[config.mk]
export PLATFORM = sky130hd
export DESIGN_NAME = fi_sabouter_ctrl_flat
export DESIGN_NICKNAME = d
export VERILOG_FILES = /design/src/rtl/fi_sabouter_ctrl_if.sv /design/src/rtl/fi_sabouter_ctrl.sv /design/src/flat_wrapper.sv
export SDC_FILE = /design/constraint.sdc
export NUM_CORES = 1
export LEC_CHECK = 0
export ABC_AREA = 1
export BUFFER_PORTS_ARGS = -buffer_cell sky130_fd_sc_hd__buf_2
export CAP_MARGIN = 20
export CORE_MARGIN = 2
export CORE_UTILIZATION = 36
export CTS_CLUSTER_SIZE = 28
export DETAILED_ROUTE_END_ITERATION = 7
export RECOVER_POWER = 25
export SYNTH_ARGS = -nofsm -noshare
export SYNTH_HDL_FRONTEND = slang
export SYNTH_SLANG_ARGS = --single-unit
[constraint.sdc]
create_clock -name i_clk -period 2.5 [get_ports i_clk]
set_input_delay 0.25 -clock i_clk [delete_from_list [all_inputs] [get_ports i_clk]]
set_output_delay 0.25 -clock i_clk [all_outputs]
set_load 0.05 [all_outputs]
[src/rtl/fi_sabouter_ctrl_if.sv]
// Bundle between the fault-injection campaign side and the saboteur controller.
// Handshake: a descriptor transfers on any rising edge where i_cfg_valid && o_cfg_ready are both high;
// the fields only need to be stable at that edge, and valid is simply ignored while ready is low.
interface fi_sabouter_ctrl_if #(
    parameter int WIDTH = 4,
    parameter int CNT_W = 16
);
    logic             i_cfg_valid;
    logic             o_cfg_ready;
    logic [WIDTH-1:0] i_cfg_mask;
    logic [1:0]       i_cfg_ctrl;
    logic [CNT_W-1:0] i_cfg_start;
    logic [CNT_W-1:0] i_cfg_dur;
    logic             i_trigger;
    logic             i_abort;
    logic             o_en_super_sabouter;
    logic [WIDTH-1:0] o_en_basic_sabouter;
    logic [1:0]       o_ctrl;
    logic             o_busy;
    logic             o_done;
    logic [CNT_W-1:0] o_inj_cnt;
    logic [2:0]       dbg_state;

    modport master (
        output i_cfg_valid, i_cfg_mask, i_cfg_ctrl, i_cfg_start, i_cfg_dur,
        output i_trigger, i_abort,
        input  o_cfg_ready, o_en_super_sabouter, o_en_basic_sabouter, o_ctrl,
        input  o_busy, o_done, o_inj_cnt, dbg_state
    );

    modport slave (
        input  i_cfg_valid, i_cfg_mask, i_cfg_ctrl, i_cfg_start, i_cfg_dur,
        input  i_trigger, i_abort,
        output o_cfg_ready, o_en_super_sabouter, o_en_basic_sabouter, o_ctrl,
        output o_busy, o_done, o_inj_cnt, dbg_state
    );
endinterface

[src/rtl/fi_sabouter_ctrl.sv]
// Saboteur bank controller: accepts one injection descriptor, waits for the workload trigger,
// delays, then holds the saboteur enables for the programmed window and counts completions.
module fi_sabouter_ctrl #(
    parameter int WIDTH = 4,
    parameter int CNT_W = 16
) (
    input  logic                 i_clk,
    input  logic                 i_rst_n,
    fi_sabouter_ctrl_if.slave    bus
);

    typedef enum logic [2:0] {
        IDLE   = 3'd0,
        ARMED  = 3'd1,
        DELAY  = 3'd2,
        INJECT = 3'd3,
        DONE   = 3'd4
    } state_t;

    state_t           state;
    logic [WIDTH-1:0] mask_q;
    logic [1:0]       ctrl_q;
    logic [CNT_W-1:0] start_q;
    logic [CNT_W-1:0] dur_q;
    logic [CNT_W-1:0] cnt;
    logic             cfg_ready;
    logic             en_super;
    logic [WIDTH-1:0] en_basic;
    logic [1:0]       ctrl_out;
    logic             busy;
    logic             done;
    logic [CNT_W-1:0] inj_cnt;

    // cnt is shared: it holds (remaining - 1) for the delay phase, then for the injection window.
    always_ff @(posedge i_clk or negedge i_rst_n) begin
        if (!i_rst_n) begin
            state     <= IDLE;
            mask_q    <= '0;
            ctrl_q    <= '0;
            start_q   <= '0;
            dur_q     <= '0;
            cnt       <= '0;
            cfg_ready <= 1'b1;
            en_super  <= 1'b0;
            en_basic  <= '0;
            ctrl_out  <= '0;
            busy      <= 1'b0;
            done      <= 1'b0;
            inj_cnt   <= '0;
        end else begin
            done <= 1'b0;
            if (bus.i_abort) begin
                state     <= IDLE;
                cfg_ready <= 1'b1;
                busy      <= 1'b0;
                en_super  <= 1'b0;
                en_basic  <= '0;
                ctrl_out  <= '0;
            end else begin
                case (state)
                    IDLE: begin
                        if (bus.i_cfg_valid) begin
                            mask_q    <= bus.i_cfg_mask;
                            ctrl_q    <= bus.i_cfg_ctrl;
                            start_q   <= bus.i_cfg_start;
                            dur_q     <= bus.i_cfg_dur;
                            state     <= ARMED;
                            cfg_ready <= 1'b0;
                            busy      <= 1'b1;
                        end
                    end
                    ARMED: begin
                        if (bus.i_trigger) begin
                            if (start_q == '0) begin
                                state    <= INJECT;
                                en_super <= 1'b1;
                                en_basic <= mask_q;
                                ctrl_out <= ctrl_q;
                                cnt      <= dur_q - 1'b1;
                            end else begin
                                state <= DELAY;
                                cnt   <= start_q - 1'b1;
                            end
                        end
                    end
                    DELAY: begin
                        if (cnt == '0) begin
                            state    <= INJECT;
                            en_super <= 1'b1;
                            en_basic <= mask_q;
                            ctrl_out <= ctrl_q;
                            cnt      <= dur_q - 1'b1;
                        end else begin
                            cnt <= cnt - 1'b1;
                        end
                    end
                    INJECT: begin
                        // dur of zero is a permanent fault: only an abort ends it.
                        if (dur_q != '0) begin
                            if (cnt == '0) begin
                                state    <= DONE;
                                en_super <= 1'b0;
                                en_basic <= '0;
                                ctrl_out <= '0;
                                done     <= 1'b1;
                                if (inj_cnt != {CNT_W{1'b1}}) begin
                                    inj_cnt <= inj_cnt + 1'b1;
                                end
                            end else begin
                                cnt <= cnt - 1'b1;
                            end
                        end
                    end
                    DONE: begin
                        state     <= IDLE;
                        cfg_ready <= 1'b1;
                        busy      <= 1'b0;
                    end
                    default: begin
                        state     <= IDLE;
                        cfg_ready <= 1'b1;
                        busy      <= 1'b0;
                        en_super  <= 1'b0;
                        en_basic  <= '0;
                        ctrl_out  <= '0;
                    end
                endcase
            end
        end
    end

    assign bus.o_cfg_ready         = cfg_ready;
    assign bus.o_en_super_sabouter = en_super;
    assign bus.o_en_basic_sabouter = en_basic;
    assign bus.o_ctrl              = ctrl_out;
    assign bus.o_busy              = busy;
    assign bus.o_done              = done;
    assign bus.o_inj_cnt           = inj_cnt;
    assign bus.dbg_state           = state;

endmodule

[src/flat_wrapper.sv]
// flat-port wrapper written by rule: the top's interface ports become plain ports
module fi_sabouter_ctrl_flat 
#(
    parameter int WIDTH = 4,
    parameter int CNT_W = 16
)
  (i_clk, i_rst_n, bus_i_cfg_valid, bus_i_cfg_mask, bus_i_cfg_ctrl, bus_i_cfg_start, bus_i_cfg_dur, bus_i_trigger, bus_i_abort, bus_o_cfg_ready, bus_o_en_super_sabouter, bus_o_en_basic_sabouter, bus_o_ctrl, bus_o_busy, bus_o_done, bus_o_inj_cnt, bus_dbg_state);
  fi_sabouter_ctrl_if #(.WIDTH(WIDTH), .CNT_W(CNT_W)) bus_i ();
  input  logic i_clk;
  input  logic i_rst_n;
  input wire logic [$bits(bus_i.i_cfg_valid)-1:0] bus_i_cfg_valid;
  input wire logic [$bits(bus_i.i_cfg_mask)-1:0] bus_i_cfg_mask;
  input wire logic [$bits(bus_i.i_cfg_ctrl)-1:0] bus_i_cfg_ctrl;
  input wire logic [$bits(bus_i.i_cfg_start)-1:0] bus_i_cfg_start;
  input wire logic [$bits(bus_i.i_cfg_dur)-1:0] bus_i_cfg_dur;
  input wire logic [$bits(bus_i.i_trigger)-1:0] bus_i_trigger;
  input wire logic [$bits(bus_i.i_abort)-1:0] bus_i_abort;
  output wire logic [$bits(bus_i.o_cfg_ready)-1:0] bus_o_cfg_ready;
  output wire logic [$bits(bus_i.o_en_super_sabouter)-1:0] bus_o_en_super_sabouter;
  output wire logic [$bits(bus_i.o_en_basic_sabouter)-1:0] bus_o_en_basic_sabouter;
  output wire logic [$bits(bus_i.o_ctrl)-1:0] bus_o_ctrl;
  output wire logic [$bits(bus_i.o_busy)-1:0] bus_o_busy;
  output wire logic [$bits(bus_i.o_done)-1:0] bus_o_done;
  output wire logic [$bits(bus_i.o_inj_cnt)-1:0] bus_o_inj_cnt;
  output wire logic [$bits(bus_i.dbg_state)-1:0] bus_dbg_state;
  assign bus_i.i_cfg_valid = bus_i_cfg_valid;
  assign bus_i.i_cfg_mask = bus_i_cfg_mask;
  assign bus_i.i_cfg_ctrl = bus_i_cfg_ctrl;
  assign bus_i.i_cfg_start = bus_i_cfg_start;
  assign bus_i.i_cfg_dur = bus_i_cfg_dur;
  assign bus_i.i_trigger = bus_i_trigger;
  assign bus_i.i_abort = bus_i_abort;
  assign bus_o_cfg_ready = bus_i.o_cfg_ready;
  assign bus_o_en_super_sabouter = bus_i.o_en_super_sabouter;
  assign bus_o_en_basic_sabouter = bus_i.o_en_basic_sabouter;
  assign bus_o_ctrl = bus_i.o_ctrl;
  assign bus_o_busy = bus_i.o_busy;
  assign bus_o_done = bus_i.o_done;
  assign bus_o_inj_cnt = bus_i.o_inj_cnt;
  assign bus_dbg_state = bus_i.dbg_state;
  fi_sabouter_ctrl #(.WIDTH(WIDTH), .CNT_W(CNT_W)) u_core (.i_clk(i_clk), .i_rst_n(i_rst_n), .bus(bus_i));
endmodule
# == Word-level counts from Yosys, hierarchy flattened ==
# Cells that the tools add are included.
# word_totals
register_bits,83
latchBits,0
mem_bits_rw,0
mem_bits_ro,0
inputBits,43
out_inout_bits,29
wordCells,92
n_memories,0
# classes
addsub,4
multipliers,0
n_div,0
order_cmp,0
eq_ne,16
shifts,0
muxes,45
bitwise_logic,1
n_reduce_logical,13
# ops
cell,count
2-to-1 mux 16 bit,5
one-hot mux 16 bit (3 select lines),1
subtractor 16 x 1 -> 16 bit (second input constant),3
logical NOT 16 bit,2
2-to-1 mux 4 bit,6
2-to-1 mux 3 bit,6
adder 16 x 1 -> 16 bit (second input constant),1
!= test 16 bit (second input constant),1
one-hot mux 4 bit (4 select lines),1
nonzero test 16 bit,1
2-to-1 mux 1 bit,15
AND reduction 5 bit,3
2-to-1 mux 2 bit,6
!= test 3 x 2 -> 1 bit (second input constant),4
one-hot mux 3 bit (4 select lines),1
one-hot mux 2 bit (4 select lines),1
== test 3 x 2 -> 1 bit (second input constant),2
!= test 2 x 1 -> 1 bit (second input constant),3
!= test 3 bit (second input constant),2
AND reduction 6 bit,1
!= test 2 bit (second input constant),2
one-hot mux 1 bit (2 select lines),2
one-hot mux 1 bit (4 select lines),1
== test 3 x 1 -> 1 bit (second input constant),1
8 further kinds,8

# == Longest topological paths before layout ==
# Gate-level depths: netlist (run 1).
# depth
depth_word,5
depth_mapped,13
mapped_depth_nobuf,13

# == Worst setup path before layout (run 1) ==
# No wires, ideal clock.
# synth_timing
kind,flip-flop to flip-flop
from,register u_core.inj_cnt[0] (netlist: u_core.bus.o_inj_cnt[0])
to,register u_core.inj_cnt[3] (netlist: u_core.bus.o_inj_cnt[3])
setup_time_ns,0.127
arrival_ns,1.880
required_time_ns,2.373
path_slack_ns,0.493
path_stages_with_launch,10
path_buffers,1
period_less_slack_ns,2.007
path_cell_list,dfrtp_1 > ha_1 > nand3_1 > nor3_1 > nand3_1 > nand2_1 > nor3_4 > buf_4 > nand2_1 > o21ai_0
# synth_via
elab_chain_len,2
word_cells_on_any_way,3
classes_between,add/sub: 1; eq/ne: 1; reduce/logical: 1
# synth_rtl
element,line,rtl
start: declaration,fi_sabouter_ctrl.sv:32,logic [CNT_W-1:0] inj_cnt;
start signal: assignment,fi_sabouter_ctrl.sv:107,inj_cnt <= inj_cnt + 1'b1;
branches (longest 2 deep; another with adder 16 x 1 -> 16 bit),n/a,
# Several ways; the timed one is not identified.
# A chain may end at the register's enable or synchronous reset.

# == Worst setup path in the final report (run 1) ==
# layout_timing
from,register u_core.state[2] (netlist: u_core.bus.dbg_state[2])
to,register u_core.cnt[10]
# layout_via
elab_chain_len,3
word_cells_on_any_way,9
classes_between,eq/ne: 6; mux: 1; reduce/logical: 2
# layout_rtl
element,line,rtl
start: declaration,fi_sabouter_ctrl.sv:20,state_t state;
start signal: assignment,fi_sabouter_ctrl.sv:37,state <= IDLE;
start signal: assignment,fi_sabouter_ctrl.sv:53,state <= IDLE;
start signal: assignment,fi_sabouter_ctrl.sv:67,state <= ARMED;
== test 3 x 2 -> 1 bit / == test 3 x 1 -> 1 bit (equally long branches),fi_sabouter_ctrl.sv:60,case (state)
"!= test 2 bit (no source line), or another cell as far along",n/a,
AND reduction 5 bit (no source line),n/a,
end signal: assignment,fi_sabouter_ctrl.sv:79,cnt <= dur_q - 1'b1;
end signal: assignment,fi_sabouter_ctrl.sv:82,cnt <= start_q - 1'b1;
end signal: assignment,fi_sabouter_ctrl.sv:92,cnt <= dur_q - 1'b1;
end: declaration,fi_sabouter_ctrl.sv:25,logic [CNT_W-1:0] cnt;
# Several ways; a longest one is shown, not always the timed one.

==> out/results.md, run 1 <==
| Metric | This run | Unit |
|:---|:---|:---|
| DP HPWL | 10.8 | mm |
| Top Metal Used | met4 | - |
| Origin of the critical flop-to-flop path | u_core.bus.dbg_state[2] | - |
| Period utilisation layout | 83.0 | % |
| Aggregate global routing overflow | 0 | - |
| Kind of end point of the critical path | register | - |
| Top post-synthesis cells by area | sky130_fd_sc_hd__dfrtp_1, sky130_fd_sc_hd__nand2_1, sky130_fd_sc_hd__nor2_1 | - |
| Global-route wire length before repair | 23.4 | mm |
| Inserted Clock Buffers | 9 | - |
| Resize count post-CTS | 0 | - |
| FP Rows | 44 | - |
| Worst hold slack | 125 | ps |
| I/O Buffers | 71 | - |
| Routed via count divided by cell count | 4.81 | - |
| Top cell type's share of synthesized area | 37.7 | % |
| Mean area per synthesized cell | 6.97 | um^2 |
| Final standard cell area without fillers | 0.00633 | mm^2 |
| Routed metal-1 wirelength | 6.82 | mm |
| Area after detailed placement | 0.00606 | mm^2 |
| Detailed route wirelength on metal2 | 6.13 | mm |
| Clk pin slew, worst setup/hold paths | 60 | ps |
| Number of remaining DRC errors | 0 | - |
| # clock sinks | 83 | - |
| Crit path DAT | 2320 | ps |
| Kind of launch point of the worst setup path | register | - |
| Avg WL per Cell | 13.4 | um |
| Number of warning messages in the yosys log | 0 | - |
| Router iterations before antenna repair | 4 | - |
| Cell area after technology mapping | 0.00544 | mm^2 |
| Synth Register Bits | 83 | - |
| Final worst-path setup slack | 425 | ps |
| Via count | 5,047 | - |
| Detail Route Antenna Nets | 0 | - |
| Nets in the synthesized netlist | 828 | - |
| Share of async-settable or async-resettable flops after synthesis | 100 | % |
| Count of mapped cells out of synthesis | 780 | - |
| Hold Vio Cnt, Final | 0 | - |
| Path type of the worst setup path | reg -> reg | - |
| Minimum clock period | 2080 | ps |
| Total Nets Final | 908 | - |
| Leakage power | 3.11 | nW |
| Worst slew margin relative to its limit | 23.1 | % |
| Sum of negative setup slack | 0 | ps |
| Total power divided by cell area | 1070 | mW/mm^2 |
| Die outline area | 0.0161 | mm^2 |
| Largest net degree at the start of global routing | 84 | - |
| Violation count after the first detailed-route iteration | 297 | - |
| Placeable core region | 0.0146 | mm^2 |
| Outcome | finished, final reports clean | - |
| Total routing usage reported by global routing | 18.2 | % |
| Most common cell in the netlist | sky130_fd_sc_hd__nand2_1 | - |
| Pins Over Slew Limit | 0 | - |
| Commonest register cell after synthesis | sky130_fd_sc_hd__dfrtp_1 | - |
| Maximum clock frequency | 482 | MHz |
| Antenna diode count | 0 | - |
| Min-delay src | bus_i_cfg_dur[9] | - |
| Maximum fanout along the worst path | 17 | - |
| Peak VDD IR | 504 | uV |
| Hold WC Path Type | in -> reg | - |
| H-tree depth | 3 | - |
| Number of antenna violations at the first check in global routing | 0 | - |
| Max-Cap Viols | 0 | - |
| Sequential element share of the synthesized area | 38.2 | % |
| Horiz. Die Dim | 127 | um |
| Yosys top cell by area | sky130_fd_sc_hd__dfrtp_1 | - |
| Post-synth EDFFs | 0 | - |
| Top cells by instance count after synthesis | sky130_fd_sc_hd__nand2_1, sky130_fd_sc_hd__nor2_1, sky130_fd_sc_hd__inv_1 | - |
| Number of top-level pins | 72 | - |
| Global placer's final weighted congestion | 0.914 | - |
| Maximum count of clock buffers along a single path | 2 | - |
| CTS tree | yes | - |
| Clock latency at the later pin of the worst-skew pair | 350 | ps |
| Area Overhead vs Synth | 16.4 | % |
| Worst-case clock skew | 8.47 | ps |
| Master cell of the clock root buffer | sky130_fd_sc_hd__clkbuf_16 | - |
| Worst slack at placement | 432 | ps |
| Final number of setup-violating endpoints | 0 | - |
| CTS Hold Bufs | 1 | - |
| Setup repair after global routing missed its margin | no | - |
| Die height | 127 | um |
| Setup Fix Bufs, Post-CTS | 0 | - |
| Starting density of the core | 37.1 | % |
| Distinct cell type count after synthesis | 37 | - |
| Worst Tran Pin Value | 1150 | ps |
| Worst endpoint required time | 2740 | ps |
| Sum of routed wire length over all layers | 14.0 | mm |
| Proportion of layout cells with a drive suffix above 1 | 16.8 | % |
| Number of global-route vias before repair | 4,755 | - |
| Met3 routed WL | 740 | um |
| Crit path from | u_core.bus.dbg_state[2] | - |
| Number of inserted filler cells in the final layout | 1,578 | - |
-- worst paths after layout --
path / to / slack, ps / depth (start not counted)
max reg2reg: u_core.cnt[10] / 420 / 10
max: u_core.cnt[10] / 420 / 10
min in group asynchronous: u_core.start_q[9] / 810 / 3
max in group asynchronous: u_core.cnt[0] / 970 / 3
min: u_core.dur_q[9] / 120 / 2
min reg2reg: u_core.bus.o_ctrl[1] / 480 / 2
-- layout make-up --
type | count | area, um^2 | area share, %
multi-input combinational | 592 | 2940 | 46.4
sequential | 83 | 2080 | 32.8
timing repair buffer | 85 | 478 | 7.54
inverter | 89 | 334 | 5.27
clock buffer | 12 | 246 | 3.89
tap | 184 | 230 | 3.63
clock inverter | 4 | 26.3 | 0.415
-- power breakdown --
part	switching (mW)	total (mW)	internal, mW
clock network	0.555	1.26	0.701
logic	2.06	3.12	1.06
registers	0.526	2.39	1.86
total	3.14	6.76	3.62
-- per-stage QoR --
stage | utilization (%) | std cells | total power [mW]
final | 43.3 | 1049 | 6.76
after global routing | 43.3 | 1049 | 7.33
after CTS | 43.3 | 1049 | 6.79
after detailed placement | 41.4 | 1032 | 5.51
after global placement | 41.4 | 1032 | 5.50
after floorplan | - | 780 | 4.64
-- flip-flops by register name (all words and copies together), names as in the netlist, 2 cells and up --
register and flops:
u_core.bus.dbg_state 3, u_core.bus.o_ctrl 2, u_core.bus.o_en_basic_sabouter 4, u_core.bus.o_inj_cnt 16, u_core.cnt 16, u_core.ctrl_q 2, u_core.dur_q 16, u_core.mask_q 4
u_core.start_q 16
-- routing by layer --
metal,GRT usage [%],up-vias
met5,0,-
met4,6.33,0
met3,4.09,19
met2,27.9,133
met1,25.3,2270
li1,-,2625
-- layout by cell type (no fill, tap or decap), drive strengths merged, types with 2 or more instances in the layout --
master | synthesis | layout
o211ai | 8 | 8
nand4 | 10 | 10
xnor2 | 10 | 10
nand2 | 222 | 222
a21oi | 30 | 30
ha | 5 | 5
nand3b | 3 | 3
buf | 14 | 82
inv | 88 | 89
clkinv | 1 | 3
clkbuf | 2 | 14
or2 | 2 | 2
nor2 | 144 | 144
xor2 | 27 | 27
nand3 | 73 | 73
mux2 | 11 | 11
nor3 | 11 | 11
o21ai | 31 | 31
dfrtp | 82 | 82
nor4 | 2 | 2
-- logic make-up after synthesis --
kind of cell,count (synthesis),synth area share (%)
simple gates,468,37.1
buf+inv,105,7.82
flops,83,38.2
compound gates,71,7.47
xor+xnor,37,5.96
mux,11,2.28
fa+ha+maj,5,1.15
-- worst max-delay path, cell delays in order, from the launching register on --
cell                      delay (ps)
sky130_fd_sc_hd__dfrtp_1         410
sky130_fd_sc_hd__nor2_1          260
sky130_fd_sc_hd__inv_1            90
sky130_fd_sc_hd__nor2_1          100
sky130_fd_sc_hd__o21ai_0          80
sky130_fd_sc_hd__inv_1            70
sky130_fd_sc_hd__nand2_1          60
sky130_fd_sc_hd__nor2_2          510
sky130_fd_sc_hd__o21ai_0         200
sky130_fd_sc_hd__nor2_1          130
sky130_fd_sc_hd__nor2_1           50
No activity file was read; power rests on OpenSTA's default activity.
==> inputs of run 2 (changes only) <==
- ABC_AREA: 1 -> 0
- clock period: 2.5 -> 2 ns (I/O delays scaled with it)
==> run 2 against run 1 <==
The flow now finishes with violations (negative setup slack); routed wire length fell by 6.3%; final cell count fell by 22%; worst hold slack lost 44 ps; power up 44%; sequential power rose by 19%; fmax decreased by 6.3%; die area fell by 14%; clock power grew 33%.
==> out/results.md, run 2 <==
| Metric | This run | Unit | Delta |
|:---|:---|:---|:---|
| Outcome | finished with violations | - |  |
| Failing checks | negative setup slack | - |  |
| Top cell type's share of synthesized area | 43.9 | % | +6.2 points |
| Top post-synthesis cells by area | sky130_fd_sc_hd__dfrtp_1, sky130_fd_sc_hd__mux2_2, sky130_fd_sc_hd__xnor2_1 | - |  |
| Master cell of the clock root buffer | sky130_fd_sc_hd__clkbuf_16 | - |  |
| Maximum count of clock buffers along a single path | 2 | - | unchanged |
| Avg WL per Cell | 16.0 | um | +20% |
| Share of async-settable or async-resettable flops after synthesis | 100 | % | unchanged |
| Cell count after placement | 783 | - | -24% |
| # clock sinks | 83 | - | unchanged |
| Fraction of power spent switching nets | 39.7 | % | -6.7 points |
| Setup slack of the most critical reg-to-reg path | -220 | ps | -640 ps |
| Via count | 4,233 | - | -16% |
| Path type of the worst setup path | reg -> reg | - |  |
| Number of warning messages in the yosys log | 0 | - | unchanged |
| Die outline area | 0.0139 | mm^2 | -14% |
| Final worst-path setup slack | -215 | ps | -640 ps |
| I/O Buffers | 71 | - | unchanged |
| Hold path depth | 3 | - | +1 |
| Origin of the critical flop-to-flop path | u_core.start_q[7] | - |  |
| Number of top-level pins | 72 | - | unchanged |
| Die height | 118 | um | -7.1% |
| Post-synth EDFFs | 0 | - | unchanged |
| Yosys top cell by area | sky130_fd_sc_hd__dfrtp_1 | - |  |
| Clock power share | 17.2 | % | -1.4 points |
| Number of remaining DRC errors | 0 | - | unchanged |
| Synthesized-area fraction occupied by xor and xnor cells | 7.31 | % | +1.4 points |
| Top library cells by usage in the layout, fill and taps aside | sky130_fd_sc_hd__buf_4, sky130_fd_sc_hd__dfrtp_1, sky130_fd_sc_hd__buf_2, sky130_fd_sc_hd__nor2_1, sky130_fd_sc_hd__mux2_2 | - |  |
| Sequential element share of the synthesized area | 44.5 | % | +6.3 points |
| Hold WC Path Type | in -> reg | - |  |
| Worst hold slack | 80.8 | ps | -43.9 ps |
| Leakage power | 3.03 | nW | -2.5% |
| Final core occ | 54.2 | % | +11 points |
| Clock latency at the later pin of the worst-skew pair | 340 | ps | about the same |
| Total routing usage reported by global routing | 19.1 | % | +0.93 points |
| R2R depth | 6 | - | -4 |
| Minimum clock period | 2220 | ps | +140 ps |
| Final standard cell area without fillers | 0.00684 | mm^2 | +8.0% |
| Kind of end point of the critical path | register | - |  |
| Area Overhead vs Synth | 46.5 | % |  |
| Worst slew margin relative to its limit | 42.3 | % | +19 points |
| Kind of launch point of the worst setup path | register | - |  |
| Synth Register Bits | 83 | - | unchanged |
| DP HPWL | 9.44 | mm | -13% |
| Fraction of the mapped netlist area in compound gates | 13.1 | % | +5.6 points |
| Period utilisation layout | 111 | % | +28 points |
| Min-delay src | bus_i_cfg_start[1] | - |  |
| Antenna diode count | 0 | - | unchanged |
| Number of global-route vias before repair | 4,479 | - | -5.8% |
| Global placer's final weighted congestion | 0.919 | - | +0.51% |
| Worst Tran Pin Value | 865 | ps | -288 ps |
| Violation count after the first detailed-route iteration | 175 | - | -41% |
| Mean area per synthesized cell | 10.1 | um^2 | +45% |
| Slowest library cell on the worst path | sky130_fd_sc_hd__or4_4 | - |  |
| Global-route wire length before repair | 21.6 | mm | -7.4% |
| FP Rows | 41 | - | -6.8% |
| Crit path DAT | 2440 | ps | +120 ps |
| Distinct cell type count after synthesis | 62 | - | +68% |
| Worst endpoint required time | 2220 | ps | -520 ps |
| Maximum fanout along the worst path | 4 | - | -13 |
| Largest net degree at the start of global routing | 45 | - | -46% |
| Maximum clock frequency | 451 | MHz | -6.3% |
| Post-Synth Simple-Gate Area | 19.5 | % | -18 points |
| Most common cell after layout, fill and taps aside | sky130_fd_sc_hd__buf_4 | - |  |
| Top cells by instance count after synthesis | sky130_fd_sc_hd__dfrtp_1, sky130_fd_sc_hd__nor2_1, sky130_fd_sc_hd__mux2_2 | - |  |
| Clk pin slew, worst setup/hold paths | 60 | ps | about the same |
| Cell area after technology mapping | 0.00467 | mm^2 | -14% |
| H-tree depth | 3 | - | unchanged |
| Starting density of the core | 37.0 | % | -0.14 points |
| Buffer and inverter count on the worst path | 0 | - | -2 |
| Power dissipated by switching net loads | 3.86 | mW | +23% |
| Number of antenna violations at the first check in global routing | 0 | - | unchanged |
| Number of inserted filler cells in the final layout | 1,139 | - | -28% |
| Worst hold path endpoint | u_core.start_q[1] | - |  |
| Aggregate global routing overflow | 0 | - | unchanged |
| Worst-case clock skew | 7.75 | ps | -0.715 ps |
| Reg power frac | 29.1 | % | -6.2 points |
| Sum of routed wire length over all layers | 13.1 | mm | -6.3% |
| Setup repair after global routing missed its margin | yes | - |  |
| Worst slack at placement | -256 | ps | -688 ps |
| Max-Cap Viols | 0 | - | unchanged |
| Peak VDD IR | 733 | uV | +45% |
| CTS tree | yes | - |  |
| Post-synthesis share of cell area spent on full adders, half adders and majority gates | 1.34 | % | +0.19 points |
| CP max stage delay | 560 | ps | +50 ps |
| Main combinational cell family by area after synthesis | simple AND/OR/NAND/NOR gates | - |  |
| Commonest register cell after synthesis | sky130_fd_sc_hd__dfrtp_1 | - |  |
| Final number of setup-violating endpoints | 36 | - | +36 |
| Router iterations before antenna repair | 5 | - | +1 |
| Most common cell in the netlist | sky130_fd_sc_hd__dfrtp_1 | - |  |
| Area after detailed placement | 0.00610 | mm^2 | +0.52% |
| FF+latch area | 0.00209 | mm^2 | +0.54% |
| Nets in the synthesized netlist | 511 | - | -38% |
| Combinational fraction of design power | 53.6 | % | +7.5 points |
| Routed via count divided by cell count | 5.16 | - | +7.3% |
| Inserted Clock Buffers | 9 | - | unchanged |
| Total Nets Final | 691 | - | -24% |
| Total power divided by cell area | 1420 | mW/mm^2 | +33% |
| Area occupied by multi-input gates | 0.00284 | mm^2 | -3.6% |
| Final std cells w/o fill | 820 | - | -22% |
| Internal power of the cells | 5.87 | mW | +62% |
| Endpoint of the worst-slack reg-to-reg timing path | u_core.bus.o_en_super_sabouter | - |  |
| Count of mapped cells out of synthesis | 463 | - | -41% |
| Hold Vio Cnt, Final | 0 | - | unchanged |
| Detail Route Antenna Nets | 0 | - | unchanged |
| Pins Over Slew Limit | 0 | - | unchanged |
| Proportion of layout cells with a drive suffix above 1 | 49.8 | % | +33 points |
| Cell class contributing the biggest share of worst-path delay | simple AND/OR/NAND/NOR gates | - |  |
| Multiplexer share of the synthesized area | 11.1 | % | +8.9 points |
| Placeable core region | 0.0126 | mm^2 | -14% |
| Horiz. Die Dim | 118 | um | -7.1% |
| Series of cell instances along the critical path | or4_4, nor3_4, nand3_4, o311ai_4, o211ai_4, mux2_4 | - |  |
==> run 2: logic make-up after synthesis <==
group	count (synthesis)
AO/OA/AOI/OAI	91
XOR/XNOR	39
adder cells (fa/ha/maj)	5
buffers and inverters	37
flip-flops	83
multiplexers	47
AND/OR/NAND/NOR	161
==> run 2: layout make-up <==
type / instances / share of cell area (%)
repair buffers: 192 / 19.6
multi-input cells: 343 / 41.5
clock buffers: 10 / 3.49
well taps: 172 / 3.15
flip-flops and latches: 83 / 30.5
clock inverters: 6 / 0.933
inverters: 14 / 0.768
==> run 2: tightest hold or removal path, delay by kind of cell <==
family,cells,cell delay (ps)
simple gates,1,40
buf+inv,1,70
compound gates,1,60
==> run 2: timing repair <==
action,in CTS,in global routing
pin swaps,20,5
hold buffers,1,0
resized for setup,41,40
cloned,3,0
setup endpoints to repair,40,41
endpoints found under the hold margin,15,0
buffers inserted,11,6
==> run 2: per-layer routing <==
metal / track usage, % / vias to the layer above / share of wire, %
li1: - / 2043 / -
met1: 24.6 / 2070 / 44
met2: 32.6 / 103 / 50
met3: 3.44 / 17 / 4.3
met4: 5.80 / 0 / 1.6
met5: 0 / - / 0
==> run 2: worst max path at each step <==
stage / from / end / slack, ps / depth (start not counted)
3_5_place_dp: u_core.start_q[2] / u_core.bus.o_en_super_sabouter / -260 / 6
3_3_place_gp: u_core.start_q[2] / u_core.cnt[13] / -180 / 8
4_1_cts: u_core.start_q[2] / u_core.bus.o_en_super_sabouter / -230 / 6
6_report: u_core.start_q[7] / u_core.bus.o_en_super_sabouter / -220 / 6
2_1_floorplan: u_core.start_q[2] / u_core.bus.o_en_super_sabouter / -340 / 7
5_1_grt: u_core.cnt[0] / u_core.cnt[0] / -300 / 10
==> run 2: per-stage QoR <==
| step | setup TNS [ps] | total power [mW] |
|---|---|---|
| CTS | -5170 | 9.47 |
| finish | -4370 | 9.74 |
| floorplan | -6900 | 5.50 |
| detailed placement | -6590 | 7.46 |
| global placement | -4520 | 7.33 |
| global route | -9010 | 10.4 |
==> run 2: power groups by stage <==
stage	sequential (mW)	combinational [mW]	clock (mW)
after CTS	2.82	4.92	1.72
after floorplan	3.14	2.35	0
after global routing	2.92	5.64	1.81
final	2.84	5.22	1.68
after detailed placement	2.84	4.62	0
after global placement	2.80	4.53	0
